<file path="config.mk">
export PLATFORM = sky130hd
export DESIGN_NAME = traffic_light_monitor_flat
export DESIGN_NICKNAME = d
export VERILOG_FILES = /design/src/rtl/traffic_pkg.sv /design/src/rtl/traffic_light_monitor_if.sv /design/src/rtl/traffic_light_monitor_dwell_timer.sv /design/src/rtl/traffic_light_monitor.sv /design/src/flat_wrapper.sv
export SDC_FILE = /design/constraint.sdc
export NUM_CORES = 1
export LEC_CHECK = 0
export CAP_MARGIN = 30
export CORE_ASPECT_RATIO = 0.8
export CORE_MARGIN = 2
export CORE_UTILIZATION = 45
export DETAILED_ROUTE_END_ITERATION = 16
export PLACE_DENSITY = 0.68
export SKIP_CTS_REPAIR_TIMING = 1
export SYNTH_ARGS = -nofsm -noshare
export SYNTH_HDL_FRONTEND = slang
export SYNTH_HIERARCHICAL = 1
export SYNTH_SLANG_ARGS = --single-unit
export TNS_END_PERCENT = 20
</file>
<file path="constraint.sdc">
create_clock -name clk -period 5.3 [get_ports clk]
set_clock_uncertainty 0.2 [all_clocks]
set_input_delay 0.53 -clock clk [delete_from_list [all_inputs] [get_ports clk]]
set_output_delay 0.53 -clock clk [all_outputs]
set_load 0.01 [all_outputs]
</file>
<file path="src/rtl/traffic_pkg.sv">
// Shared definitions for the traffic light controller and its monitor:
// light bit positions, phase codes and the legal phase successor.
package traffic_pkg;

  localparam int RED_B = 2;
  localparam int YEL_B = 1;
  localparam int GRN_B = 0;

  localparam logic [1:0] PH_NONE   = 2'd0;
  localparam logic [1:0] PH_RED    = 2'd1;
  localparam logic [1:0] PH_GREEN  = 2'd2;
  localparam logic [1:0] PH_YELLOW = 2'd3;

  // State encoding matches the phase codes so a state maps directly to a phase.
  typedef enum logic [1:0] {
    ST_SYNC   = 2'd0,
    ST_RED    = 2'd1,
    ST_GREEN  = 2'd2,
    ST_YELLOW = 2'd3
  } state_t;

  function automatic logic [1:0] next_phase(input logic [1:0] p);
    case (p)
      PH_RED:    return PH_GREEN;
      PH_GREEN:  return PH_YELLOW;
      PH_YELLOW: return PH_RED;
      default:   return PH_NONE;
    endcase
  endfunction

  // Any code that is not exactly one-hot decodes to PH_NONE.
  function automatic logic [1:0] decode_lights(input logic [2:0] l);
    if (l == 3'(1 << RED_B))      return PH_RED;
    else if (l == 3'(1 << GRN_B)) return PH_GREEN;
    else if (l == 3'(1 << YEL_B)) return PH_YELLOW;
    else                          return PH_NONE;
  endfunction

endpackage

</file>
<file path="src/rtl/traffic_light_monitor_if.sv">
// Light bus plus the monitor's status/error outputs; the controller side
// (master) drives lights, the monitor (slave) drives everything else.
interface traffic_light_monitor_if #(
  parameter int CNT_W = 8,
  parameter int ERR_W = 8
);
  logic [2:0]       lights;
  logic [1:0]       phase;
  logic [CNT_W-1:0] dwell;
  logic             err_code;
  logic             err_seq;
  logic             err_short;
  logic             err_long;
  logic             err_any;
  logic [ERR_W-1:0] err_count;

  modport master (
    output lights,
    input  phase, dwell, err_code, err_seq, err_short, err_long, err_any, err_count
  );

  modport slave (
    input  lights,
    output phase, dwell, err_code, err_seq, err_short, err_long, err_any, err_count
  );
endinterface

</file>
<file path="src/rtl/traffic_light_monitor_dwell_timer.sv">
// Saturating dwell counter with load-1, plus MIN/MAX compare against the
// limits of the currently selected phase.
module tlm_dwell_timer
  import traffic_pkg::*;
#(
  parameter int CNT_W      = 8,
  parameter int RED_MIN    = 4,
  parameter int RED_MAX    = 20,
  parameter int GREEN_MIN  = 4,
  parameter int GREEN_MAX  = 20,
  parameter int YELLOW_MIN = 2,
  parameter int YELLOW_MAX = 6
) (
  input  logic             clk,
  input  logic             rst,
  input  logic             clr,
  input  logic             load,
  input  logic             inc,
  input  logic [1:0]       sel,
  output logic [CNT_W-1:0] dwell,
  output logic             short_flag,
  output logic             long_flag
);

  logic [CNT_W-1:0] dwell_reg;
  logic [CNT_W-1:0] min_v;
  logic [CNT_W-1:0] max_v;

  always_ff @(posedge clk) begin
    if (rst || clr) begin
      dwell_reg <= '0;
    end else if (load) begin
      dwell_reg <= CNT_W'(1);
    end else if (inc && (dwell_reg != {CNT_W{1'b1}})) begin
      dwell_reg <= dwell_reg + CNT_W'(1);
    end
  end

  always_comb begin
    min_v = '0;
    max_v = '0;
    case (sel)
      PH_RED:    begin min_v = CNT_W'(RED_MIN);    max_v = CNT_W'(RED_MAX);    end
      PH_GREEN:  begin min_v = CNT_W'(GREEN_MIN);  max_v = CNT_W'(GREEN_MAX);  end
      PH_YELLOW: begin min_v = CNT_W'(YELLOW_MIN); max_v = CNT_W'(YELLOW_MAX); end
      default:   begin min_v = '0;                 max_v = '0;                 end
    endcase
  end

  // long_flag means one more cycle in this phase would exceed MAX.
  assign short_flag = (sel != PH_NONE) && (dwell_reg < min_v);
  assign long_flag  = (sel != PH_NONE) && (dwell_reg == max_v);
  assign dwell      = dwell_reg;

endmodule

</file>
<file path="src/rtl/traffic_light_monitor.sv">
// Passive checker on the controller's lights: decodes the phase, times each
// dwell and reports illegal codes, bad ordering and short/long phases.
module traffic_light_monitor
  import traffic_pkg::*;
#(
  parameter int CNT_W      = 8,
  parameter int ERR_W      = 8,
  parameter int RED_MIN    = 4,
  parameter int RED_MAX    = 20,
  parameter int GREEN_MIN  = 4,
  parameter int GREEN_MAX  = 20,
  parameter int YELLOW_MIN = 2,
  parameter int YELLOW_MAX = 6
) (
  input logic clk,
  input logic rst,
  traffic_light_monitor_if.slave mon
);

  logic [2:0]       lights_reg;
  logic             sample_vld_reg;
  state_t           state_reg;
  logic [1:0]       phase_reg;
  logic             partial_reg;
  logic             err_code_reg, err_seq_reg, err_short_reg, err_long_reg;
  logic             err_any_reg;
  logic [ERR_W-1:0] err_count_reg;

  logic [1:0]       code;
  logic             onehot;
  logic             t_clr, t_load, t_inc;
  logic             short_flag, long_flag;
  logic [CNT_W-1:0] dwell;
  logic             err_code_next, err_seq_next, err_short_next, err_long_next;
  logic [2:0]       pulse_cnt;
  logic [ERR_W:0]   count_sum;
  logic [ERR_W-1:0] err_count_next;

  // Input capture stage; sample_vld_reg keeps the reset-time value of lights
  // from being judged on the first edge after reset.
  always_ff @(posedge clk) begin
    if (rst) begin
      lights_reg     <= '0;
      sample_vld_reg <= 1'b0;
    end else begin
      lights_reg     <= mon.lights;
      sample_vld_reg <= 1'b1;
    end
  end

  assign code   = decode_lights(lights_reg);
  assign onehot = (code != PH_NONE);

  always_comb begin
    t_clr          = 1'b0;
    t_load         = 1'b0;
    t_inc          = 1'b0;
    err_code_next  = 1'b0;
    err_seq_next   = 1'b0;
    err_short_next = 1'b0;
    err_long_next  = 1'b0;
    if (sample_vld_reg) begin
      if (state_reg == ST_SYNC) begin
        t_load        = onehot;
        err_code_next = !onehot;
      end else if (!onehot) begin
        t_clr         = 1'b1;
        err_code_next = 1'b1;
      end else if (code == phase_reg) begin
        t_inc         = 1'b1;
        err_long_next = long_flag && !partial_reg;
      end else begin
        t_load         = 1'b1;
        err_seq_next   = (code != next_phase(phase_reg));
        err_short_next = short_flag && !partial_reg;
      end
    end
  end

  assign pulse_cnt = {2'b00, err_code_next} + {2'b00, err_seq_next}
                   + {2'b00, err_short_next} + {2'b00, err_long_next};
  assign count_sum = {1'b0, err_count_reg} + (ERR_W + 1)'(pulse_cnt);
  assign err_count_next = count_sum[ERR_W] ? {ERR_W{1'b1}} : count_sum[ERR_W-1:0];

  tlm_dwell_timer #(
    .CNT_W     (CNT_W),
    .RED_MIN   (RED_MIN),
    .RED_MAX   (RED_MAX),
    .GREEN_MIN (GREEN_MIN),
    .GREEN_MAX (GREEN_MAX),
    .YELLOW_MIN(YELLOW_MIN),
    .YELLOW_MAX(YELLOW_MAX)
  ) u_timer (
    .clk       (clk),
    .rst       (rst),
    .clr       (t_clr),
    .load      (t_load),
    .inc       (t_inc),
    .sel       (phase_reg),
    .dwell     (dwell),
    .short_flag(short_flag),
    .long_flag (long_flag)
  );

  always_ff @(posedge clk) begin
    if (rst) begin
      state_reg     <= ST_SYNC;
      phase_reg     <= PH_NONE;
      partial_reg   <= 1'b0;
      err_code_reg  <= 1'b0;
      err_seq_reg   <= 1'b0;
      err_short_reg <= 1'b0;
      err_long_reg  <= 1'b0;
      err_any_reg   <= 1'b0;
      err_count_reg <= '0;
    end else begin
      err_code_reg  <= err_code_next;
      err_seq_reg   <= err_seq_next;
      err_short_reg <= err_short_next;
      err_long_reg  <= err_long_next;
      err_count_reg <= err_count_next;
      err_any_reg   <= err_any_reg | (pulse_cnt != 3'd0);
      if (sample_vld_reg) begin
        case (state_reg)
          ST_SYNC: begin
            if (onehot) begin
              state_reg   <= state_t'(code);
              phase_reg   <= code;
              partial_reg <= 1'b1;
            end
          end
          default: begin
            if (!onehot) begin
              state_reg   <= ST_SYNC;
              phase_reg   <= PH_NONE;
              partial_reg <= 1'b0;
            end else if (code != phase_reg) begin
              // Enter the new phase even after a sequence error so checking resyncs.
              state_reg   <= state_t'(code);
              phase_reg   <= code;
              partial_reg <= 1'b0;
            end
          end
        endcase
      end
    end
  end

  assign mon.phase     = phase_reg;
  assign mon.dwell     = dwell;
  assign mon.err_code  = err_code_reg;
  assign mon.err_seq   = err_seq_reg;
  assign mon.err_short = err_short_reg;
  assign mon.err_long  = err_long_reg;
  assign mon.err_any   = err_any_reg;
  assign mon.err_count = err_count_reg;

endmodule

</file>
<file path="src/flat_wrapper.sv">
// flat-port wrapper written by rule: the top's interface ports become plain ports
module traffic_light_monitor_flat import traffic_pkg::*;
#(
  parameter int CNT_W      = 8,
  parameter int ERR_W      = 8,
  parameter int RED_MIN    = 4,
  parameter int RED_MAX    = 20,
  parameter int GREEN_MIN  = 4,
  parameter int GREEN_MAX  = 20,
  parameter int YELLOW_MIN = 2,
  parameter int YELLOW_MAX = 6
)
  (clk, rst, mon_lights, mon_phase, mon_dwell, mon_err_code, mon_err_seq, mon_err_short, mon_err_long, mon_err_any, mon_err_count);
  traffic_light_monitor_if #(.CNT_W(CNT_W), .ERR_W(ERR_W)) mon_i ();
  input logic clk;
  input logic rst;
  input wire logic [$bits(mon_i.lights)-1:0] mon_lights;
  output wire logic [$bits(mon_i.phase)-1:0] mon_phase;
  output wire logic [$bits(mon_i.dwell)-1:0] mon_dwell;
  output wire logic [$bits(mon_i.err_code)-1:0] mon_err_code;
  output wire logic [$bits(mon_i.err_seq)-1:0] mon_err_seq;
  output wire logic [$bits(mon_i.err_short)-1:0] mon_err_short;
  output wire logic [$bits(mon_i.err_long)-1:0] mon_err_long;
  output wire logic [$bits(mon_i.err_any)-1:0] mon_err_any;
  output wire logic [$bits(mon_i.err_count)-1:0] mon_err_count;
  assign mon_i.lights = mon_lights;
  assign mon_phase = mon_i.phase;
  assign mon_dwell = mon_i.dwell;
  assign mon_err_code = mon_i.err_code;
  assign mon_err_seq = mon_i.err_seq;
  assign mon_err_short = mon_i.err_short;
  assign mon_err_long = mon_i.err_long;
  assign mon_err_any = mon_i.err_any;
  assign mon_err_count = mon_i.err_count;
  traffic_light_monitor #(.CNT_W(CNT_W), .ERR_W(ERR_W), .RED_MIN(RED_MIN), .RED_MAX(RED_MAX), .GREEN_MIN(GREEN_MIN), .GREEN_MAX(GREEN_MAX), .YELLOW_MIN(YELLOW_MIN), .YELLOW_MAX(YELLOW_MAX)) u_core (.clk(clk), .rst(rst), .mon(mon_i));
endmodule
</file>
==> flow_summary.yaml, run 1 <==
outcome:
  outcome: "finished, final reports clean"
floorplan:
  core_um2: 4100
  pin_count: 28
  start_util_pct: 46.1
  die_y_um: 61.9
  die_w_um: 76.4
  core.rowCount: 21
  die-area_um2: 4730
global_route:
  grt_pass1_vias: 1394
  grt_pass1_wl_um: 6580
  antenna_found_initial: 0
  grt_max_degree: 24
  grt-ovfl-total: 0
  grt_util_all_layers_pct: 17.3
synth:
  synth_edf_count: 0
  ys_async_sr_fraction_pct: 0
  syn_area_um2: 1890
  synth-seq-cells: 28
  yosysTopAreaCell: "dfxtp_1"
  yosys-top-cells-area: "dfxtp_1, ha_1, inv_1"
  postSynthCellCount: 206
  seq_area_frac_synth_pct: 29.7
  synth-main-ff-cell: "dfxtp_1"
  synth_top_area_share_pct: 29.7
  avgSynthCellArea_um2: 9.17
  syn_nets: 227
  yosysWarnings: 6
  yosysUniqueCellTypes: 60
final_layout:
  final_common_cell: "dfxtp_1"
  most-common-layout-cells: "dfxtp_1, clkdlybuf4s50_1, inv_1"
  fin_nets: 250
  drive_gt1_share_pct: 7.89
  antennaDiodeCount: 0
  num-fill-cells: 406
  syn_to_final_growth_pct: 18.4
pwr:
  power_w: 0.000490
  p_per_area_nw_per_um2: 219
  p_leak_nw: 0.796
  ir_drop_v: 0.000127
placed_design:
  hpwl_um: 2960
  portBuffers: 27
  gp_congestion: 0.906
clocking:
  cts_tree: "done"
  cts.clk_slew.worst_paths_ns: 0.10
  clock_latency_ns: 0.28
  clockBufferDepth: 2
  clkSinkCount: 28
  cts-root-buf: "clkbuf_8"
  htreeDepth: 1
  cts-buffers-inserted: 3
sta:
  fin_crit_ns: 4.87
  worst_slew_pin_slew_ns: 0.822
  fmaxAchievable_mhz: 205
  final_hold_viol_count: 0
  setup-violations-final: 0
  relSlewSlack_pct: 45.1
  drv_slew: 0
  fin_setup_tns_ns: 0
  min_period_over_period_pct: 91.9
  rsz0062_at_grt: "no"
setup_path:
  critical_path_required_ns: 5.29
  start_kind: "flip-flop"
  worst_setup_path_end_kind: "flip-flop"
  path_max_fanout: 15
  critical_path_class: "reg -> reg"
  cp.arrival_ns: 4.86
routing:
  drt-total-wl_um: 4030
  drt_iter0_markers: 65
  vias: 1582
  avgRoutedWirePerCell_um: 14.1
  dr.pass1.iters: 5
  viasPerCell: 5.55
  final_antenna_net_count: 0
  drc: 0
worst_hold_path:
  hp-class: "reg -> reg"
job:
  drv_cap: 0
## where the power goes
part | switching, W | internal, W | leakage [nW] | total [W]
clock | 0.0000720 | 0.000101 | 0.0357 | 0.000173
sequential | 0.0000130 | 0.000218 | 0.228 | 0.000231
combinational | 0.0000437 | 0.0000416 | 0.532 | 0.0000853
total | 0.000129 | 0.000361 | 0.796 | 0.000490
## area by class of cell
| type | instances | area [um2] | share of cell area, % |
|---|---|---|---|
| Inverter | 20 | 75.1 | 3.36 |
| Clock buffer | 3 | 41.3 | 1.85 |
| Sequential cell | 28 | 561 | 25.1 |
| Tap cell | 57 | 71.3 | 3.19 |
| Multi-Input combinational cell | 149 | 1190 | 53.1 |
| Clock inverter | 1 | 30.0 | 1.34 |
| Timing Repair Buffer | 27 | 270 | 12.1 |
## stage by stage
stage | hold slack, ns | util, % | setup slack, ns | std cells | instance area, um2
6_report | 0.299 | 54.5 | 0.428 | 285 | 2240
5_1_grt | 0.319 | 54.5 | 0.132 | 285 | 2240
4_1_cts | 0.303 | 54.5 | 0.450 | 285 | 2240
3_5_place_dp | 0.267 | 52.8 | 0.458 | 281 | 2160
3_3_place_gp | 0.278 | 52.8 | 0.658 | 281 | 2160
2_1_floorplan | 0.295 | - | 0.892 | 206 | 1890
## cell usage after synthesis (all sizes together), types with 2 or more instances
library cell / instances
or3b: 2
nor4: 3
or3: 2
o211ai: 4
a21oi: 11
nand2b: 6
a2111oi: 4
and3: 2
nor4b: 3
inv: 20
nand2: 11
ha: 14
nand4: 4
o311a: 2
dfxtp: 28
nor3: 11
a31oi: 3
xor2: 3
buf: 8
mux2i: 3
and4: 2
nor2: 12
a21o: 3
a211oi: 6
nand4b: 2
nand3: 3
or4: 3
nand3b: 2
fa: 2
xnor2: 4
nor2b: 4
## cell families after synthesis
group | share of synthesized area, %
DFF | 29.7
and+or+nand+nor | 24.2
xor gates and xnor gates | 3.25
buffers and inverters | 7.42
AOI/OAI and AO/OA | 21.1
adders and majority gates | 12.0
muxes | 2.39
## worst max-delay path: stages, from the launching register on
cell and delay [ns]:
dfxtp_1 0.65, inv_1 0.17, ha_1 0.37, nand2b_1 0.26
or4_1 0.58, fa_1 0.55, inv_1 0.05, ha_1 0.17
ha_1 0.31, inv_1 0.06, fa_1 0.42, nor2b_1 0.19
o2111ai_1 0.27, and4_1 0.30, a211oi_1 0.22
## path summary, 6_finish.rpt
check,depth (start not counted),from,slack [ns],end
worst max-delay path,14,u_core/mon.phase[1],0.43,u_core/mon.err_count[5]
worst min-delay path,2,u_core/mon.err_any,0.30,u_core/mon.err_any
worst max register to register,14,u_core/mon.phase[1],0.43,u_core/mon.err_count[5]
worst min register to register,2,u_core/mon.err_any,0.30,u_core/mon.err_any
## metal layers
metal  track usage [%]  share of wire, %
met4              3.90              0.92
met5                 0                 0
met1              24.1                49
met2              28.8                46
met3              3.18               3.3
(Power assumes the default switching activity.)
==> inputs of run 2 (changes only) <==
==> constraint.sdc (replaced) <==
create_clock -name clk -period 5.3 [get_ports clk]
set_clock_uncertainty 0.2 [all_clocks]
set_input_delay 0.53 -clock clk [delete_from_list [all_inputs] [get_ports clk]]
set_output_delay 0.53 -clock clk [all_outputs]
set_load 0.02 [all_outputs]
==> results of run 2 <==
Same layout as run 1 (identical final DEF). Status: finished, final reports clean.
Among the figures that moved: total power 0.000490 W -> 0.000494 W
